<file path="src/rtl/range_cmd_tx.sv">
// range_cmd_tx
//   Command-frame encoder and 8N1 UART transmitter for the laser ranging
//   module. An accepted request is packed into a 6-byte frame
//   (HEADER, ADDR, CmdCode, CmdArg[15:8], CmdArg[7:0], CHK), which is then
//   shifted out on Tx, LSB first, with no gap between bytes.
//
//   Handshake: a request is accepted on any rising edge where CmdEn=1 and
//   Busy=0. CmdCode/CmdArg are sampled only on that edge. CmdEn while Busy=1
//   is dropped (not queued). Busy stays high until the frame ends; TxDone
//   pulses for one cycle as Busy falls, and a new request may be accepted in
//   that same cycle.
//
// Ports
//   Clk      system clock, rising edge
//   RstN     asynchronous active-low reset
//   CmdEn    command request (single-cycle pulse is enough)
//   CmdCode  command byte
//   CmdArg   16-bit command argument
//   Busy     high from acceptance until the frame completes
//   TxDone   one-cycle pulse after the last stop bit
//   Tx       serial output, registered, idle high
//   DbgState current FSM state (0 idle, 1 start, 2 data, 3 stop)
module range_cmd_tx #(
    parameter int          BAUD_DIV = 434,
    parameter logic [7:0]  HEADER   = 8'hAA,
    parameter logic [7:0]  ADDR     = 8'h80
) (
    input  logic        Clk,
    input  logic        RstN,
    input  logic        CmdEn,
    input  logic [7:0]  CmdCode,
    input  logic [15:0] CmdArg,
    output logic        Busy,
    output logic        TxDone,
    output logic        Tx,
    output logic [1:0]  DbgState
);

    localparam int CW = (BAUD_DIV > 1) ? $clog2(BAUD_DIV) : 1;
    localparam logic [CW-1:0] BAUD_MAX = CW'(BAUD_DIV - 1);
    localparam logic [CW-1:0] BAUD_ONE = CW'(1);

    typedef enum logic [1:0] {
        S_IDLE  = 2'd0,
        S_START = 2'd1,
        S_DATA  = 2'd2,
        S_STOP  = 2'd3
    } state_t;

    state_t          state_q, state_d;
    logic [CW-1:0]   baud_q, baud_d;
    logic [2:0]      bit_q, bit_d;
    logic [2:0]      byte_q, byte_d;
    logic [47:0]     frame_q, frame_d;
    logic            tx_q, tx_d;
    logic            done_q, done_d;

    logic [7:0]      chk;
    logic [7:0]      cur_byte;
    logic            bit_end;

    // Truncated 8-bit sum; HEADER is deliberately not part of it.
    assign chk      = ADDR + CmdCode + CmdArg[15:8] + CmdArg[7:0];
    // Byte 0 lives in frame_q[7:0], byte 5 in frame_q[47:40].
    assign cur_byte = frame_q[{byte_q, 3'b000} +: 8];
    assign bit_end  = (baud_q == BAUD_MAX);

    always_ff @(posedge Clk or negedge RstN) begin
        if (!RstN) begin
            state_q <= S_IDLE;
            baud_q  <= '0;
            bit_q   <= '0;
            byte_q  <= '0;
            frame_q <= '0;
            tx_q    <= 1'b1;
            done_q  <= 1'b0;
        end else begin
            state_q <= state_d;
            baud_q  <= baud_d;
            bit_q   <= bit_d;
            byte_q  <= byte_d;
            frame_q <= frame_d;
            tx_q    <= tx_d;
            done_q  <= done_d;
        end
    end

    // tx_d is the line level for the *next* state, so Tx changes on the very
    // edge where the state changes and stays a pure flop output.
    always_comb begin
        state_d = state_q;
        baud_d  = baud_q;
        bit_d   = bit_q;
        byte_d  = byte_q;
        frame_d = frame_q;
        tx_d    = tx_q;
        done_d  = 1'b0;

        case (state_q)
            S_IDLE: begin
                tx_d   = 1'b1;
                baud_d = '0;
                bit_d  = '0;
                byte_d = '0;
                if (CmdEn) begin
                    frame_d = {chk, CmdArg[7:0], CmdArg[15:8], CmdCode, ADDR, HEADER};
                    state_d = S_START;
                    tx_d    = 1'b0;
                end
            end

            S_START: begin
                if (bit_end) begin
                    baud_d  = '0;
                    bit_d   = '0;
                    state_d = S_DATA;
                    tx_d    = cur_byte[0];
                end else begin
                    baud_d = baud_q + BAUD_ONE;
                end
            end

            S_DATA: begin
                if (bit_end) begin
                    baud_d = '0;
                    if (bit_q == 3'd7) begin
                        state_d = S_STOP;
                        tx_d    = 1'b1;
                    end else begin
                        bit_d = bit_q + 3'd1;
                        tx_d  = cur_byte[bit_q + 3'd1];
                    end
                end else begin
                    baud_d = baud_q + BAUD_ONE;
                end
            end

            S_STOP: begin
                if (bit_end) begin
                    baud_d = '0;
                    bit_d  = '0;
                    if (byte_q == 3'd5) begin
                        byte_d  = '0;
                        state_d = S_IDLE;
                        tx_d    = 1'b1;
                        done_d  = 1'b1;
                    end else begin
                        byte_d  = byte_q + 3'd1;
                        state_d = S_START;
                        tx_d    = 1'b0;
                    end
                end else begin
                    baud_d = baud_q + BAUD_ONE;
                end
            end

            default: begin
                state_d = S_IDLE;
                tx_d    = 1'b1;
            end
        endcase
    end

    assign Busy     = (state_q != S_IDLE);
    assign TxDone   = done_q;
    assign Tx       = tx_q;
    assign DbgState = state_q;

endmodule
</file>
<file path="config.mk">
export PLATFORM = sky130hd
export DESIGN_NAME = range_cmd_tx
export DESIGN_NICKNAME = d
export VERILOG_FILES = /design/src/rtl/range_cmd_tx.sv
export SDC_FILE = /design/constraint.sdc
export NUM_CORES = 1
export LEC_CHECK = 0
export CORE_MARGIN = 2
export CORE_UTILIZATION = 61
export CTS_CLUSTER_SIZE = 8
export DETAILED_ROUTE_END_ITERATION = 7
export GPL_ROUTABILITY_DRIVEN = 0
export PLACE_DENSITY = 0.85
export SYNTH_ARGS = -nofsm -noshare
export SYNTH_HDL_FRONTEND = slang
export SYNTH_SLANG_ARGS = --single-unit
</file>
<file path="constraint.sdc">
create_clock -name Clk -period 2.56 [get_ports Clk]
set_input_delay 0.512 -clock Clk [delete_from_list [all_inputs] [get_ports Clk]]
set_output_delay 0.512 -clock Clk [all_outputs]
set_load 0.1 [all_outputs]
</file>
==> reports/qor.yml <==
detailed_routing:
  via_per_inst: 5.58
  drt-initial-drc-count: 188
  wirelength_um: 6510
  drc: 0
  ant_nets: 0
  vias: 2406
  firstDrtPassIters: 4
  wire_per_inst_um: 15.1
clock_network:
  clk_path_buf_depth: 2
  ctsHoldBuffers: 0
  clk_pin_slew_ns: 0.09
  root_buffer: "clkbuf_8"
  clk_latency_ns: 0.30
  cts_inserted_buffers: 5
  cts_tree: "built"
  htreeDepth: 2
  cts.sinks: 52
finish:
  n_antenna_cell: 0
  final_area_mm2: 0.00386
  postLayoutCoreUtil: 0.766
  instances_no_fill: 431
  nets: 414
  synthToLayoutAreaGrowth_pct: 23.5
  layout-drive-gt1-share: 0.230
synthesis:
  synth_cell_types: 46
  netlist_area_mm2: 0.00313
  yosysTopAreaCell: "dfrtp_1"
  synth_compound_area_frac: 0.145
  ys_seq_elements: 52
  synth_mux_area_frac: 0.0800
  synthTopCellsByArea: "dfrtp_1 (41%), ha_1 (7.6%), o21ai_0 (5.4%)"
  synth_top_family_by_area: "compound AO/OA/AOI/OAI gates"
  synth.most_common_cell: "dfrtp_1"
  syn_area_per_cell_um2: 9.81
  synthFlopType: "dfrtp_1"
  synth-xor-area-share: 0.0420
  syn_nets: 373
  async_flop_share: 1.00
  yosys.area_share.adder: 0.127
  synth_seq_area_share: 0.416
  postSynthCellCount: 319
  synth_enable_flop_cells: 0
  yosys_warnings: 0
  synth_top_area_frac: 0.408
  synth-simple-area-share: 0.117
  synth_common_cells: "dfrtp_1 (51), inv_1 (41), nand2_1 (37)"
grt:
  grt_pass1_wl_um: 10600
  grt_antenna_before_repair: 0
  grtUsageTotal: 0.246
  gr-total-overflow: 0
  grt_pass1_vias: 2349
  grt_max_degree: 58
floorplan:
  start_util: 0.620
  die_area_mm2: 0.00572
  rows: 26
  die_w_um: 75.6
  ios: 32
  die_h_um: 75.6
  core_area_mm2: 0.00504
sta:
  hold_viol: 0
  relSlewSlack: 0.602
  fin_skew_ns: 0.00826
  setup_ws_ns: 0.0897
  fin_setup_tns_ns: 0
  final.period_utilization: 0.965
  timing.fmax_ghz: 0.405
  slew_viol_final: 0
  rsz0062_at_grt: "false"
  hold_ws_ns: 0.198
  worst_pin_slew_ns: 0.597
  layout_min_cycle_time_ns: 2.47
  setup_viol_count_final: 0
critical_path:
  cp-start-kind: "input pin"
  r2r-start: "DbgState[0]$_DFFE_PN0P_"
  r2r_setup_slack_ns: 0.71
  worst-path-stages: 11
  crit_family: "adder cells"
  worst_r2r_path_depth: 7
  cp_num_buf_inv: 3
  crit_path_top_delay_cell: "fa_1"
  startpoint: "CmdCode[5]"
  crit_chain: "clkdlybuf4s50_1 -> inv_1 -> fa_1 -> inv_1 -> ha_4 -> ha_4 -> o21ai_1 -> o21bai_1 -> a21oi_2 -> xnor2_1 -> o21ai_1"
  cp_max_fo: 2
  criticalPathCategory: "in2reg"
  end_kind: "flip-flop"
  crit_arrival_ns: 2.66
  crit_path_end: "frame_q[47]$_DFFE_PN0P_"
  worst_r2r_endpoint: "DbgState[0]$_DFFE_PN0P_"
  required_ns: 2.75
  cpPeakStageDelay_ns: 0.54
place:
  hpwl_um: 4480
  io_buffers: 31
  place_ws_ns: -0.613
  place_area_mm2: 0.00359
  place_inst: 421
hold_path:
  hold_path_class: "in2async"
pwr:
  leakagePower_nw: 1.77
  total_power_mw: 3.37
  ir_drop_uv: 562
  powerDensity_mw_per_mm2: 873
flow_run:
  maxCapViolations: 0
run_status:
  outcome: "completed"
cells by family (layout without fill, tap and decap cells):
kind of cell | after synthesis | after routing
flip-flops | 52 | 52
XOR/XNOR | 15 | 15
adder cells (fa/ha/maj) | 27 | 27
AO/OA/AOI/OAI | 71 | 71
multiplexers | 24 | 24
buffers and inverters | 55 | 97
AND/OR/NAND/NOR | 75 | 75
flip-flops by register name, indices dropped and copies added, names as in the netlist:
name / cells
TxDone: 1
frame_q: 33
Tx: 1
baud_q: 9
byte_q: 3
DbgState: 2
bit_q: 3
layer usage:
| layer | GRT usage | wire (um) | vias to the layer above |
|---|---|---|---|
| met2 | 0.408 | 3360 | 59 |
| met5 | 0 | 0 | - |
| met4 | 0.0799 | 129 | 0 |
| met1 | 0.330 | 2780 | 1182 |
| met3 | 0.0437 | 244 | 12 |
| li1 | - | - | 1153 |
report_power, final:
part | internal [mW] | switching (mW) | leakage [nW] | total, mW
sequential | 1.13 | 0.200 | 0.654 | 1.33
combinational | 0.625 | 0.906 | 1.06 | 1.53
clock | 0.247 | 0.263 | 0.0515 | 0.511
total | 2.00 | 1.37 | 1.77 | 3.37
final cells by class:
cell class / instances / area (um^2)
repair buffers: 48 / 472
inverters: 41 / 154
fillers: 323 / 1180
multi-input cells: 212 / 1740
well taps: 70 / 87.6
clock buffers: 8 / 100
flip-flops and latches: 52 / 1310
cells in the final DEF, fill, tap and decap left out, types with 9 or more instances in the layout:
cell type and instances:
ha_1 9, mux2i_1 16, a21oi_1 10, o21ai_0 30, nand2_1 37, inv_1 23
clkdlybuf4s50_1 12, ha_4 10, inv_2 18, dfrtp_1 49, buf_4 19, nor2_1 13
how the worst min path moves through the flow:
stage / from / endpoint / slack, ns / cells after the start
detailed placement: frame_q[43]$_DFFE_PN0P_ / frame_q[43]$_DFFE_PN0P_ / 0.47 / 2
floorplan: RstN / DbgState[0]$_DFFE_PN0P_ / 0.22 / 0
global placement: frame_q[32]$_DFFE_PN0P_ / frame_q[32]$_DFFE_PN0P_ / 0.46 / 2
global route: RstN / baud_q[4]$_DFF_PN0_ / 0.25 / 1
CTS: RstN / baud_q[5]$_DFF_PN0_ / 0.22 / 1
finish: RstN / baud_q[5]$_DFF_PN0_ / 0.20 / 1
what timing repair did:
item / CTS / global route
buffers inserted: 2 / 0
pin swaps: 14 / 14
gates resized for setup: 31 / 23
setup endpoints to repair: 5 / 4
Note: power is estimated with default switching activity, not from simulation.
